[src/rtl/ttt_turn_controller.sv]
// ttt_turn_controller: debounced two-player tic-tac-toe move sequencer with win/draw detection
module ttt_turn_controller #(
  parameter int DEBOUNCE_CYCLES = 250000,
  parameter int CNT_W = 18
) (
  input  logic        clk,
  input  logic        rst,
  input  logic        button,
  input  logic [8:0]  switches,
  output logic [8:0]  change,
  output logic [17:0] board,
  output logic        turn,
  output logic        error,
  output logic        game_over,
  output logic [1:0]  winner,
  output logic [8:0]  win_mask
);
  typedef enum logic [2:0] {IDLE, CHECK, PLACE, EVAL, DONE} state_t;
  localparam logic [71:0] LINES = {9'b001010100, 9'b100010001, 9'b100100100, 9'b010010010,
                                   9'b001001001, 9'b111000000, 9'b000111000, 9'b000000111};
  state_t state, next;
  logic b0, b1, db, db_q, press, valid;
  logic [CNT_W-1:0] cnt;
  logic [8:0] sel, own, full, wm;
  logic [1:0] mark;
  assign press = db & ~db_q;
  always_ff @(posedge clk) begin
    if (rst) begin
      {b0, b1, db, db_q} <= '0;
      cnt <= '0;
      state <= IDLE;
      sel <= '0;
      board <= '0;
      turn <= 1'b0;
      game_over <= 1'b0;
      winner <= 2'b00;
      win_mask <= '0;
    end else begin
      b0 <= button;
      b1 <= b0;
      db_q <= db;
      if (b1 == db) cnt <= '0;
      else if (cnt == CNT_W'(DEBOUNCE_CYCLES - 1)) begin
        db <= b1;
        cnt <= '0;
      end else cnt <= cnt + CNT_W'(1);
      state <= next;
      if (state == IDLE && press) sel <= switches;
      if (state == PLACE)
        for (int i = 0; i < 9; i++) if (sel[i]) board[2*i +: 2] <= mark;
      if (state == EVAL) begin
        if (|wm) begin
          winner <= mark;
          win_mask <= wm;
          game_over <= 1'b1;
        end else if (&full) begin
          winner <= 2'b11;
          game_over <= 1'b1;
        end else turn <= ~turn;
      end
    end
  end
  always_comb begin
    mark = turn ? 2'b10 : 2'b01;
    own = '0;
    full = '0;
    wm = '0;
    for (int i = 0; i < 9; i++) begin
      own[i] = board[2*i +: 2] == mark;
      full[i] = |board[2*i +: 2];
    end
    for (int k = 0; k < 8; k++)
      if ((own & LINES[9*k +: 9]) == LINES[9*k +: 9]) wm = wm | LINES[9*k +: 9];
    valid = $onehot(sel) && !(|(sel & full));
    change = state == PLACE ? sel : '0;
    error = state == CHECK && !valid;
    next = state;
    case (state)
      IDLE:    next = press ? CHECK : IDLE;
      CHECK:   next = valid ? PLACE : IDLE;
      PLACE:   next = EVAL;
      EVAL:    next = (|wm || &full) ? DONE : IDLE;
      default: next = DONE;
    endcase
  end
endmodule

[config.mk]
export PLATFORM = sky130hd
export DESIGN_NAME = ttt_turn_controller
export DESIGN_NICKNAME = d
export VERILOG_FILES = /design/src/rtl/ttt_turn_controller.sv
export SDC_FILE = /design/constraint.sdc
export NUM_CORES = 1
export LEC_CHECK = 0
export CAP_MARGIN = 25
export CORE_ASPECT_RATIO = 1.5
export CORE_UTILIZATION = 48
export CTS_CLUSTER_SIZE = 28
export DETAILED_ROUTE_END_ITERATION = 16
export PLACE_DENSITY_LB_ADDON = 0.12
export SYNTH_ARGS = -nofsm -noshare
export SYNTH_HDL_FRONTEND = slang
export SYNTH_SLANG_ARGS = --single-unit
[constraint.sdc]
create_clock -name clk -period 3.61 [get_ports clk]
set_clock_uncertainty 0.1 [all_clocks]
set_input_delay 0.5415 -clock clk [delete_from_list [all_inputs] [get_ports clk]]
set_output_delay 0.5415 -clock clk [all_outputs]
set_load 0.1 [all_outputs]
==> metrics.yaml <==
run_status:
  outcome: "finished, violations left"
  violations: "negative setup slack"
floorplan:
  die-area_um2: 7220
  die_w_um: 69.7
  coreArea_um2: 6580
  io_pins: 53
  core.rowCount: 36
  start_util_pct: 50.2
  die_h_um: 104
synthesis:
  synthDistinctLibCells: 54
  synth_top_area_share_pct: 39.4
  yosys-top-cells-area: "dfxtp_1 (39%), nor2_1 (6.9%), mux2i_1 (6.7%), inv_1 (3.6%), fa_1 (3.0%)"
  synth_cells: 380
  ys_seq_area_share_pct: 39.4
  synth_top_area_cell: "dfxtp_1"
  synth_edf_count: 0
  ys_async_sr_fraction_pct: 0
  synth_seq_cells: 65
  synth_most_common_cell: "dfxtp_1"
  synthFlopType: "dfxtp_1"
  synth_area_um2: 3300
  synth_common_cells: "dfxtp_1 (65), nor2_1 (61), inv_1 (32)"
  syn_nets: 400
  yosys_warnings: 0
  syn_avg_cell_area_um2: 8.68
clock_tree:
  clkTransAtPathRegs_ns: 0.07
  cts.sinks: 65
  cts-root-buf: "clkbuf_8"
  clk_latency_ns: 0.34
  htree_levels: 3
  clock_path_buffers: 2
  cts_buffers: 9
  cts_tree: "yes"
timing:
  worst_slew_margin_rel_pct: 33.9
  hold-worst-slack_ns: 0.333
  rsz0062_at_grt: "yes"
  setup_viol: 2
  slew_violations: 0
  finalHoldViolations: 0
  finalCritPeriodShare_pct: 124
  max_freq_mhz: 224
  tightest_slew_ns: 0.988
  period_minus_slack_ns: 4.47
  final.setup.worst_slack_ns: -0.855
cells_and_area:
  diodes: 0
  final_cells: 520
  layout-drive-gt1-share_pct: 13.7
  finalInstanceArea_um2: 4200
  fin_nets: 460
  syn2layout_area_growth_pct: 27.3
  fin_util_pct: 63.9
  n_fill_cell: 570
grt:
  grt_max_degree: 46
  grt_pass1_vias: 2692
  grt_usage_pct: 22.3
  overflow: 0
  grt_pass1_wl_um: 12900
  antenna_found_initial: 0
pwr:
  p_comb_share_pct: 1.8
  p_int_mw: 1.13
  p_leak_nw: 1.44
  clkPwrFrac_pct: 47.5
  switching_share_pct: 20.1
  power_switching_uw: 286
  seqPwrFrac_pct: 50.7
  peakVddDrop_uv: 274
  powerDensity_nw_per_um2: 338
placement:
  hpwl_um: 5660
  routabilityCongestion: 0.908
  dp_cells: 502
  io_buffers: 52
  placedInstanceArea_um2: 3920
route:
  drc_errors: 0
  viasPerCell: 5.55
  route.vias.total: 2884
  drtPass1Iterations: 6
  antenna_left: 0
  wl_per_cell_um: 15.2
  routed_wl_um: 7900
  drtIter0Drc: 108
critical_path:
  critical_path.cell_chain: "inv_2 > fa_1 > fa_1 > fa_1 > inv_1 > fa_2 > inv_2 > fa_2 > nand3_2 > nor4_2 > buf_4 > nor4b_4 > buf_12"
  crit_top_cell: "fa_1"
  crit_start: "sel[0]"
  setup.worst_path.start_class: "flip-flop"
  worstPathRequired_ns: 2.97
  worstSetupEndpointType: "output pin"
  worst-endpoint-arrival_ns: 3.82
  reg2reg_from: "sel[0]"
  slowest_stage: "fa_1"
  max_stage_delay_ns: 0.55
  critPathKind: "reg -> out"
  worst-path-max-fanout: 2
job:
  maxCapViolCount: 0
hold_path:
  hold_path_class: "in -> reg"
  hold_path.startpoint: "rst"
## final cells by class
type,count,area [um^2],area share [%]
clock inverters,3,65.1,1.55
clock buffers,12,145,3.46
repair buffers,66,609,14.5
flip-flops and latches,65,1300,31.0
well taps,76,95.1,2.26
inverters,32,120,2.86
multi-input cells,266,1860,44.3
## critical path, delay by kind of cell (launching register included)
kind	cells	cell delay [ns]
adders and majority gates	5	2.26
buffers and inverters	5	0.50
DFF	1	0.33
and+or+nand+nor	3	0.39
## cells by family after synthesis
kind of cell             synth area share, %
adder cells (fa/ha/maj)                 4.17
buffers and inverters                   5.99
AO/OA/AOI/OAI                           16.3
multiplexers                            7.02
AND/OR/NAND/NOR                         22.6
flip-flops                              39.4
XOR/XNOR                                4.51
## layer usage
metal	wire length [um]	part of all wire [%]	track usage [%]	vias up
met5	0	0	0	-
met4	104	1.3	8.29	0
met3	342	4.3	5.74	7
met2	4070	51	38.8	71
met1	3390	43	26.0	1360
li1	-	-	-	1446
## path summary, 6_finish.rpt
check	endpoint	slack [ns]	cells past startpoint
worst min-delay path	b0	0.33	2
worst max-delay path	error	-0.86	13
worst max register to register	state[1]	-0.21	15
worst min register to register	win_mask[1]	0.36	2
## flip-flops by register name, summed over array words and instances (netlist names), 2 cells and up
signal,cells
sel,9
board,18
winner,2
cnt,18
state,3
win_mask,9
## repair_timing
| action | 4_1_cts | 5_1_grt |
|---|---|---|
| gates resized for setup | 10 | 3 |
| hold buffers | 0 | 0 |
| pin swaps | 3 | 1 |
| setup endpoints to repair | 2 | 2 |
| hold endpoints to repair | 0 | 0 |
| buffers inserted | 2 | 1 |
## power groups by stage
| stage | Combinational (mW) | Clock (mW) | Sequential [mW] |
|---|---|---|---|
| final | 0.0258 | 0.675 | 0.719 |
| after global routing | 0.0277 | 0.719 | 0.719 |
| after CTS | 0.0259 | 0.693 | 0.719 |
| after detailed placement | 0.0258 | 0 | 0.735 |
| after global placement | 0.0255 | 0 | 0.735 |
| after floorplan | 0.0110 | 0 | 0.735 |
## per-stage QoR
step / worst slack [ns] / setup TNS [ns] / power [mW]
5_1_grt: -0.983 / -1.32 / 1.47
4_1_cts: -0.871 / -0.959 / 1.44
6_report: -0.855 / -1.06 / 1.42
3_3_place_gp: -0.480 / -0.558 / 0.761
2_1_floorplan: -0.941 / -1.09 / 0.746
3_5_place_dp: -0.604 / -0.837 / 0.761
## placed cells by master, fill, tap and decap left out, types with 4 or more instances in the layout
| master | n |
|---|---|
| nand2b_1 | 8 |
| and3b_1 | 4 |
| a21oi_1 | 10 |
| a221oi_1 | 4 |
| nand3_1 | 5 |
| nor2_1 | 61 |
| nor3_1 | 4 |
| xor2_1 | 6 |
| o21ai_0 | 13 |
| xnor2_1 | 11 |
| nor2b_1 | 5 |
| o22a_1 | 8 |
| mux2i_1 | 22 |
| and2_0 | 5 |
| inv_1 | 30 |
| nand4_1 | 6 |
| nand2_1 | 25 |
| clkdlybuf4s50_1 | 40 |
| dfxtp_1 | 63 |
| a311oi_1 | 6 |
| o22ai_1 | 4 |
| a211oi_1 | 5 |
| clkbuf_8 | 10 |
| buf_4 | 23 |
Note: power is estimated with default switching activity, not from simulation.
